[config.mk]
export PLATFORM = sky130hd
export DESIGN_NAME = instruction_fetch_unit
export DESIGN_NICKNAME = d
export VERILOG_FILES = /design/src/rtl/instruction_fetch_unit.sv
export SDC_FILE = /design/constraint.sdc
export NUM_CORES = 1
export LEC_CHECK = 0
export CORE_MARGIN = 1
export CORE_UTILIZATION = 50
export DETAILED_ROUTE_END_ITERATION = 10
export MAX_ROUTING_LAYER = met4
export PLACE_DENSITY = 0.77
export SYNTH_ARGS = -nofsm -noshare
export SYNTH_HDL_FRONTEND = slang
export SYNTH_SLANG_ARGS = --single-unit
[constraint.sdc]
create_clock -name clk -period 4.9 [get_ports clk]
set_input_delay 1.225 -clock clk [delete_from_list [all_inputs] [get_ports clk]]
set_output_delay 1.225 -clock clk [all_outputs]
set_load 0.005 [all_outputs]
[src/rtl/instruction_fetch_unit.sv]
// Instruction fetch unit: owns the program counter, issues single-outstanding
// word reads to instruction memory, buffers returned words in a two-entry
// prefetch queue and drives the IF/ID register (instruction, PC, flush, hold).
// Control-transfer redirects empty the queue, and any fetch that is still
// in flight is marked stale so its data is dropped when it returns.
module instruction_fetch_unit #(
    parameter logic [31:0] RESET_PC = 32'h0040_0000,
    parameter int unsigned QDEPTH   = 2
) (
    input  logic        clk,
    input  logic        reset,
    input  logic        stall_in,
    input  logic        redirect_valid,
    input  logic [31:0] redirect_pc,
    output logic        imem_req,
    output logic [31:0] imem_addr,
    input  logic        imem_ack,
    input  logic [31:0] imem_rdata,
    output logic [31:0] instruction_out,
    output logic [31:0] pc_out,
    output logic        flush_out,
    output logic        ifid_hold_out
);

    // IDLE: nothing outstanding; FETCH: request outstanding, data wanted;
    // DISCARD: request outstanding but made stale by a redirect.
    typedef enum logic [1:0] {
        ST_IDLE    = 2'd0,
        ST_FETCH   = 2'd1,
        ST_DISCARD = 2'd2
    } state_t;

    state_t      state_q;
    state_t      state_d;

    // Address of the next (or currently outstanding) fetch.
    logic [31:0] pc_q;
    logic [31:0] pc_d;
    // Redirect target parked while a stale request drains.
    logic [31:0] pc_pending_q;
    logic [31:0] pc_pending_d;

    // Queue occupancy and read pointer; the write slot is derived from them.
    logic [1:0]  count_q;
    logic [1:0]  count_d;
    logic        head_q;
    logic        head_d;
    logic        tail_idx;

    // Prefetch queue storage: one {instruction, pc} pair per slot.
    logic [31:0] q_instr_q [QDEPTH];
    logic [31:0] q_pc_q    [QDEPTH];

    logic        push;
    logic        pop;
    logic        fetch_done;
    logic        queue_empty;
    logic [31:0] redirect_word;
    logic [31:0] pc_plus4;

    // Low address bits of a redirect target are ignored (word aligned fetch).
    assign redirect_word = redirect_pc & 32'hFFFF_FFFC;
    // Sequential successor; wraps naturally at the top of the address space.
    assign pc_plus4      = pc_q + 32'd4;

    assign queue_empty   = (count_q == 2'd0);
    // An ack only completes something when a request is actually outstanding.
    assign fetch_done    = imem_ack && ((state_q == ST_FETCH) || (state_q == ST_DISCARD));
    // Redirect takes priority over both the consume and the enqueue paths.
    assign pop           = !queue_empty && !stall_in && !redirect_valid;
    assign push          = (state_q == ST_FETCH) && imem_ack && !redirect_valid;
    // With at most two entries the free slot sits count positions past head.
    assign tail_idx      = head_q ^ count_q[0];

    // ------------------------------------------------------------------
    // FSM
    // ------------------------------------------------------------------

    // State register: asynchronous active-low reset back to IDLE.
    always_ff @(posedge clk or negedge reset) begin
        if (!reset) begin
            state_q <= ST_IDLE;
        end else begin
            state_q <= state_d;
        end
    end

    // Next-state logic: a new fetch starts only while the queue has room.
    always_comb begin
        state_d = state_q;
        case (state_q)
            ST_IDLE: begin
                if (redirect_valid || (count_q < 2'd2)) begin
                    state_d = ST_FETCH;
                end
            end
            ST_FETCH: begin
                if (redirect_valid) begin
                    state_d = imem_ack ? ST_FETCH : ST_DISCARD;
                end else if (imem_ack) begin
                    state_d = (count_d < 2'd2) ? ST_FETCH : ST_IDLE;
                end
            end
            ST_DISCARD: begin
                if (imem_ack) begin
                    state_d = ST_FETCH;
                end
            end
            default: begin
                state_d = ST_IDLE;
            end
        endcase
    end

    // Output logic: a request is presented whenever one is outstanding.
    always_comb begin
        imem_req = (state_q == ST_FETCH) || (state_q == ST_DISCARD);
    end

    // ------------------------------------------------------------------
    // Program counter and queue bookkeeping
    // ------------------------------------------------------------------

    // Next PC: redirect target when it can be taken now, else sequential
    // advance on an accepted word, else the parked target after a stale ack.
    always_comb begin
        pc_d         = pc_q;
        pc_pending_d = pc_pending_q;
        if (redirect_valid) begin
            if ((state_q == ST_IDLE) || fetch_done) begin
                pc_d = redirect_word;
            end else begin
                // Outstanding address must stay on the bus until its ack.
                pc_pending_d = redirect_word;
            end
        end else if (push) begin
            pc_d = pc_plus4;
        end else if ((state_q == ST_DISCARD) && imem_ack) begin
            pc_d = pc_pending_q;
        end
    end

    // Occupancy and head pointer: redirect empties the queue outright.
    always_comb begin
        count_d = count_q;
        head_d  = head_q;
        if (redirect_valid) begin
            count_d = 2'd0;
        end else begin
            case ({push, pop})
                2'b10:   count_d = count_q + 2'd1;
                2'b01:   count_d = count_q - 2'd1;
                default: count_d = count_q;
            endcase
            if (pop) begin
                head_d = ~head_q;
            end
        end
    end

    // Control registers: PC, parked target, occupancy and head pointer.
    always_ff @(posedge clk or negedge reset) begin
        if (!reset) begin
            pc_q         <= RESET_PC;
            pc_pending_q <= RESET_PC;
            count_q      <= 2'd0;
            head_q       <= 1'b0;
        end else begin
            pc_q         <= pc_d;
            pc_pending_q <= pc_pending_d;
            count_q      <= count_d;
            head_q       <= head_d;
        end
    end

    // Queue slots hold data only; validity is tracked by count_q, so the
    // storage itself needs no reset.
    generate
        for (genvar gi = 0; gi < QDEPTH; gi++) begin : g_slot
            localparam logic SLOT = 1'(gi);

            // Capture the returned word and its fetch address into the tail slot.
            always_ff @(posedge clk) begin
                if (push && (tail_idx == SLOT)) begin
                    q_instr_q[gi] <= imem_rdata;
                    q_pc_q[gi]    <= pc_q;
                end
            end
        end
    endgenerate

    // ------------------------------------------------------------------
    // IF/ID facing outputs
    // ------------------------------------------------------------------

    assign imem_addr       = pc_q & 32'hFFFF_FFFC;
    // Redirect forces a bubble even when the hazard unit asks for a hold.
    assign ifid_hold_out   = stall_in && !redirect_valid;
    assign flush_out       = redirect_valid || queue_empty;
    assign instruction_out = queue_empty ? 32'd0    : q_instr_q[head_q];
    assign pc_out          = queue_empty ? RESET_PC : q_pc_q[head_q];

endmodule

# --- Word level (Yosys, flattened, before mapping) ---
# Memory sizes are Yosys's and may differ from the RTL's.
# Index checks and enable logic that the tools add are counted.
classes:
  magnitude_cmp: 2
  n_mux: 25
  n_eq_ne: 8
  n_reduce_logical: 25
  n_addsub: 3
  bitwise: 5
op_table:
  columns: ["op", "count"]
  rows:
  - ["$mux W32", 8]
  - ["$reduce_or A32 Y1", 2]
  - ["$add A32 B3 Y32 const B", 1]
  - ["$mux W2", 6]
  - ["$logic_and A1 B1 Y1", 9]
  - ["$mux W1", 9]
  - ["$pmux W2 S3", 1]
  - ["$reduce_and A2 Y1", 3]
  - ["$eq A2 B1 Y1 const B", 2]
  - ["$eq A2 B2 Y1 const B", 2]
  - ["$logic_not A2 Y1", 2]
  - ["$logic_or A1 B1 Y1", 4]
  - ["$lt A2 B2 Y1 const B", 2]
  - ["$ne A2 B2 Y1 const B", 2]
  - ["$not A1 Y1", 4]
  - ["$pmux W2 S2", 1]
  - ["$logic_not A1 Y1", 3]
  - ["$ne A3 B3 Y1 const B", 1]
  - ["$reduce_and A3 Y1", 1]
  - ["$reduce_bool A3 Y1", 1]
  - ["$add A2 B1 Y2 const B", 1]
  - ["$ne A2 B1 Y1 const B", 1]
  - ["$sub A2 B1 Y2 const B", 1]
  - ["$xor A1 B1 Y1", 1]
word_totals:
  in_bits: 69
  output_inout_bits: 99
  ff_bits: 67
  wordCells: 75
  n_memories: 2
  ramBits: 128
mem_list:
  columns: ["name", "words", "word_bits", "read_ports", "rd_ports_with_merged_regs", "write_ports", "line_no", "text"]
  rows:
  - ["q_instr_q", 2, 32, 1, 0, 1, "51", "logic [31:0] q_instr_q [QDEPTH];"]
  - ["q_pc_q", 2, 32, 1, 0, 1, "52", "logic [31:0] q_pc_q [QDEPTH];"]

# --- Depth between registers and ports, before layout ---
logic_depth:
  ltp_word: 12
  ltp_mapped: 12
  mapped_depth_nobuf: 11

# --- Least setup slack after synthesis ---
# Ideal clock, no wire load.
synth_path:
  kind: "input port to flip-flop"
  from: "in imem_ack"
  to: "mem q_instr_q[0][0], enable pin"
  t_arrival_ns: 4.703
  setup_ns: 0.482
  cell_stages: 6
  slack_ns: -0.285
  cell_sequence: "buf_2 nand2_2 nor2_4 clkinv_1 clkbuf_1 nor2_1"
synth_between:
  elab_chain_len: 7
synth_lines:
  columns: ["item", "line_no", "text"]
  rows:
  - ["start: declaration", "17", "input logic imem_ack,"]
  - ["$logic_and A1 B1 Y1 * (2 in a row)", "71", "assign push = (state_q == ST_FETCH) && imem_ack && !redirect_valid;"]
  - ["$logic_and A1 B1 Y1", "184", "if (push && (tail_idx == SLOT)) begin"]
  - ["$mux W1", "184", null]
  - ["$mux W1 (implied by the code)", "185", "q_instr_q[gi] <= imem_rdata;"]
  - ["$reduce_or A32 Y1 (no source line)", null, null]
  - ["$mux W1 (no source line)", null, null]
  - ["end: declaration", "51", null]
# Every way passes the cells marked *; elsewhere a longest branch is shown, timed or not.

# --- Final worst setup path ---
layout_path:
  from: "reg head_q"
  to: "out pc_out[26]"
layout_between:
  elab_chain_len: 2
layout_lines:
  columns: ["item", "line_no", "text"]
  rows:
  - ["start: declaration", "46", "logic head_q;"]
  - ["start signal: assignment", "167", "head_q <= 1'b0;"]
  - ["start signal: assignment", "172", "head_q <= head_d;"]
  - ["$mem_v2 Z2 W32", null, null]
  - ["$mux W32", "201", "assign pc_out = queue_empty ? RESET_PC : q_pc_q[head_q];"]
  - ["end: declaration", "20", "output logic [31:0] pc_out,"]
# No other way between the ends.

==> impl_metrics.csv <==
group,metric,value,unit
hold_path,hp-start,"pc_pending_q[12]$_DFFE_PN0P_",
cts,hold_buffers,0,
power,power_leakage,3.852,nW
cts,clk_path_buf_depth,2,
layout,nNetsFinal,895,
drt,wl_per_cell,17.69,um
setup_path,critical_path_required,3.67,ns
cts,cts-root-buf,"clkbuf_16",
logic_synthesis,yosys_warnings,0,
setup_path,slowest_stage,"dfrtp_4",
logic_synthesis,synth_compound_area_frac,0.08494,
setup_path,r2r_setup_slack,2.09,ns
die,fp.dieH,131.8,um
logic_synthesis,synth_seq_cells,189,
logic_synthesis,synth_area,0.008426,sq mm
die,dieArea,0.01737,sq mm
logic_synthesis,syn_inst,669,
setup_path,worstPathArrival,2.57,ns
setup_path,r2r_end,"q_instr_q[0][17]$_DFFE_PP_",
hold_path,hold_path_class,"reg2reg",
setup_path,start_kind,"flip-flop",
logic_synthesis,synthMuxAreaShare,0.1187,
layout,antenna_cells,0,
global_route,grt_pass1_vias,5651,
sta,period_minus_slack,3.792,ns
die,die_w,131.8,um
sta,finalCritPeriodShare,0.7740,
setup_path,reg2reg_depth,8,
die,io_pins,168,
outcome,outcome,"complete, no violations",
setup_path,r2r_start,"state_q[1]$_DFFE_PN0P_",
sta,skew,0.01201,ns
place,placed_cell_area,0.01023,sq mm
cts,cts_inserted_buffers,17,
logic_synthesis,synth_adder_area_share,0.01040,
global_route,grt_antenna_before_repair,0,
sta,setup_violations,0,
drt,wl,18.61,mm
drt,vias,5883,
global_route,gr-total-overflow,0,
die,initial_core_util,0.5099,
place,portBuffers,161,
sta,rsz0062_at_grt,"no",
place,hpwlAfterDp,12.45,mm
layout,postLayoutCellArea,0.01083,sq mm
setup_path,critical_path_peak_fanout,64,
drt,drtIter0Drc,644,
logic_synthesis,ys_seq_area_frac,0.6353,
cts,cts_tree,"built",
layout,drive_gt1_frac,0.1082,
setup_path,cpLargestDelayFamily,"flip-flops",
sta,slew_viol_final,0,
global_route,grt_usage,0.2248,
cts,path_clk_slew,0.07,ns
logic_synthesis,synth_xor_area_frac,0.009356,
setup_path,cp-end-kind,"output pin",
logic_synthesis,synth_top_family_by_area,"multiplexers",
power,vdd_drop_max,0.2695,mV
layout,area_growth,28.48,%
setup_path,worstSetupPathType,"reg2out",
sta,timing.fmax,263.7,MHz
power,p_per_area,511.5,mW/mm^2
global_route,grt_max_degree,65,
cts,worstSkewPairLatency,0.43,ns
drt,drt_pass1_iterations,5,
drt,drtAntennaViolNets,0,
cts,post_cts_buffers,0,
cts,cts_num_sinks,189,
hold_path,holdPathEnd,"pc_pending_q[12]$_DFFE_PN0P_",
logic_synthesis,synth_simple_gate_area_frac,0.1136,
die,num_rows,47,
sta,finalSetupTns,0,ns
logic_synthesis,syn_area_per_cell,12.59,sq um
sta,tightestPinTransition,1.120,ns
sta,hold_viol_final,0,
global_route,grt_pass1_wl,29.24,mm
logic_synthesis,synth_cell_types,56,
cts,cts_htree_levels,4,
place,gp_congestion,0.8422,
run,max_cap_viol_count,0,
cts,cts_resized,0,
setup_path,path_buf_inv,1,
setup_path,crit_path_max_incr_delay,1.12,ns
drt,via_per_inst,5.592,
drt,drc,0,
setup_path,path_cells,"mux2i_1, nor2_1, clkdlybuf4s50_1",
sta,relSlewSlack,0.2536,
die,core_area,0.01652,sq mm
hold_path,holdPathStages,1,
[flip-flops by register name (all words and copies together) (netlist names)]
register	count
state_q	2
pc_pending_q	30
q_pc_q	60
head_q	1
q_instr_q	64
count_q	2
pc_q	30
[cell usage after synthesis (all sizes together)]
cell     count  area (sq um)
and4         1         10.01
nand4        8         50.05
o31ai        1         7.510
and3         6         38.79
nand3b       1         7.510
ha           7         87.58
o21bai       1         7.510
o22ai        7         43.79
or4          1         7.510
o2bb2ai      2         17.52
a21oi       27         135.1
inv          8         30.03
nor2b        3         18.77
nor4         5         67.56
a41oi        3         26.28
mux2        31         349.1
buf         20         112.6
xnor2        3         26.28
o31a         2         17.52
a221oi       9         78.83
o211ai       1         7.510
nor2        86         332.8
and2         3         18.77
a31oi        6         37.54
conb         1         3.750
nor3         4         20.02
xor2         6         52.55
clkinv       1         3.750
dfrtp       63          1577
nor3b        2         20.02
and3b        2         17.52
o311ai       5         43.79
mux2i       65         650.6
dfstp        2         52.55
a22o         1         10.01
edfxtp     124          3724
a211oi       1         7.510
nand3       18         127.6
clkbuf      22         83.83
o21ai       55         275.3
or3          4         26.28
nand2       51         193.9
[through the flow]
stage / total power, W / hold slack [ns] / utilization / cells / worst slack (ns)
final: 0.005537 / 0.5033 / 0.6551 / 1052 / 1.108
after global routing: 0.005813 / 0.5142 / 0.6551 / 1052 / 0.9174
after CTS: 0.005559 / 0.5021 / 0.6551 / 1052 / 1.065
after detailed placement: 0.004179 / 0.4870 / 0.6191 / 1020 / 1.036
after global placement: 0.004087 / 0.4799 / 0.6191 / 1020 / 1.107
after floorplan: 0.003473 / 0.4712 / - / 672 / 0.7517
[cell usage in the layout, fill, tap and decap left out, drive strengths merged, types with 3 or more instances in the layout]
master         instances
clkdlybuf4s50        159
edfxtp               124
nor2                  86
mux2i                 65
dfrtp                 63
o21ai                 55
nand2                 51
mux2                  31
a21oi                 27
clkbuf                22
nand3                 18
buf                   11
a221oi                 9
inv                    9
nand4                  8
o22ai                  7
ha                     7
xor2                   6
a31oi                  6
and3                   6
o311ai                 5
nor4                   5
clkinv                 5
nor3                   4
conb                   4
or3                    4
xnor2                  3
nor2b                  3
a41oi                  3
bufinv                 3
and2                   3
[how the worst max path moves through the flow]
stage,from,end,cells past startpoint
global route,count_q[0]$_DFFE_PN0P_,instruction_out[22],4
global placement,imem_ack,q_pc_q[0][28]$_DFFE_PP_,7
detailed placement,imem_ack,q_pc_q[0][30]$_DFFE_PP_,7
CTS,count_q[0]$_DFFE_PN0P_,instruction_out[31],4
floorplan,imem_ack,q_instr_q[0][0]$_DFFE_PP_,6
finish,head_q$_DFFE_PN0P_,pc_out[26],3
[power by group]
group / total [W] / leakage [nW] / internal [W] / switching (W)
clock: 0.00138 / 0.285 / 0.000818 / 0.000566
combinational: 0.00150 / 1.66 / 0.000809 / 0.000686
sequential: 0.00266 / 1.91 / 0.00216 / 0.000494
total: 0.00554 / 3.85 / 0.00379 / 0.00175
[routing by layer]
| metal | part of all wire | wire, um | track usage | up-vias |
|---|---|---|---|---|
| met1 | 0.43 | 7948 | 0.2917 | 2850 |
| met2 | 0.48 | 9001 | 0.3424 | 245 |
| met4 | 0.023 | 430 | 0.09690 | 0 |
| met5 | 0 | 0 | - | - |
| li1 | - | - | - | 2752 |
| met3 | 0.066 | 1234 | 0.04921 | 36 |
[cells by family (layout without fill, tap and decap cells)]
family | count (synthesis) | after routing
DFF | 189 | 189
AOI/OAI and AO/OA | 121 | 121
xor gates and xnor gates | 9 | 9
other | 1 | 4
adders and majority gates | 7 | 7
buffers and inverters | 51 | 211
and+or+nand+nor | 195 | 195
muxes | 96 | 96
[cell type report]
class                   count  area (sq um)
clock inverters            10         141.4
flip-flops and latches    189          5356
inverters                   9         33.78
multi-input cells         432          2870
clock buffers              22         454.2
fillers                  1249          5699
repair buffers            170          1694
well taps                 220         275.3
No activity file was read; power rests on OpenSTA's default activity.
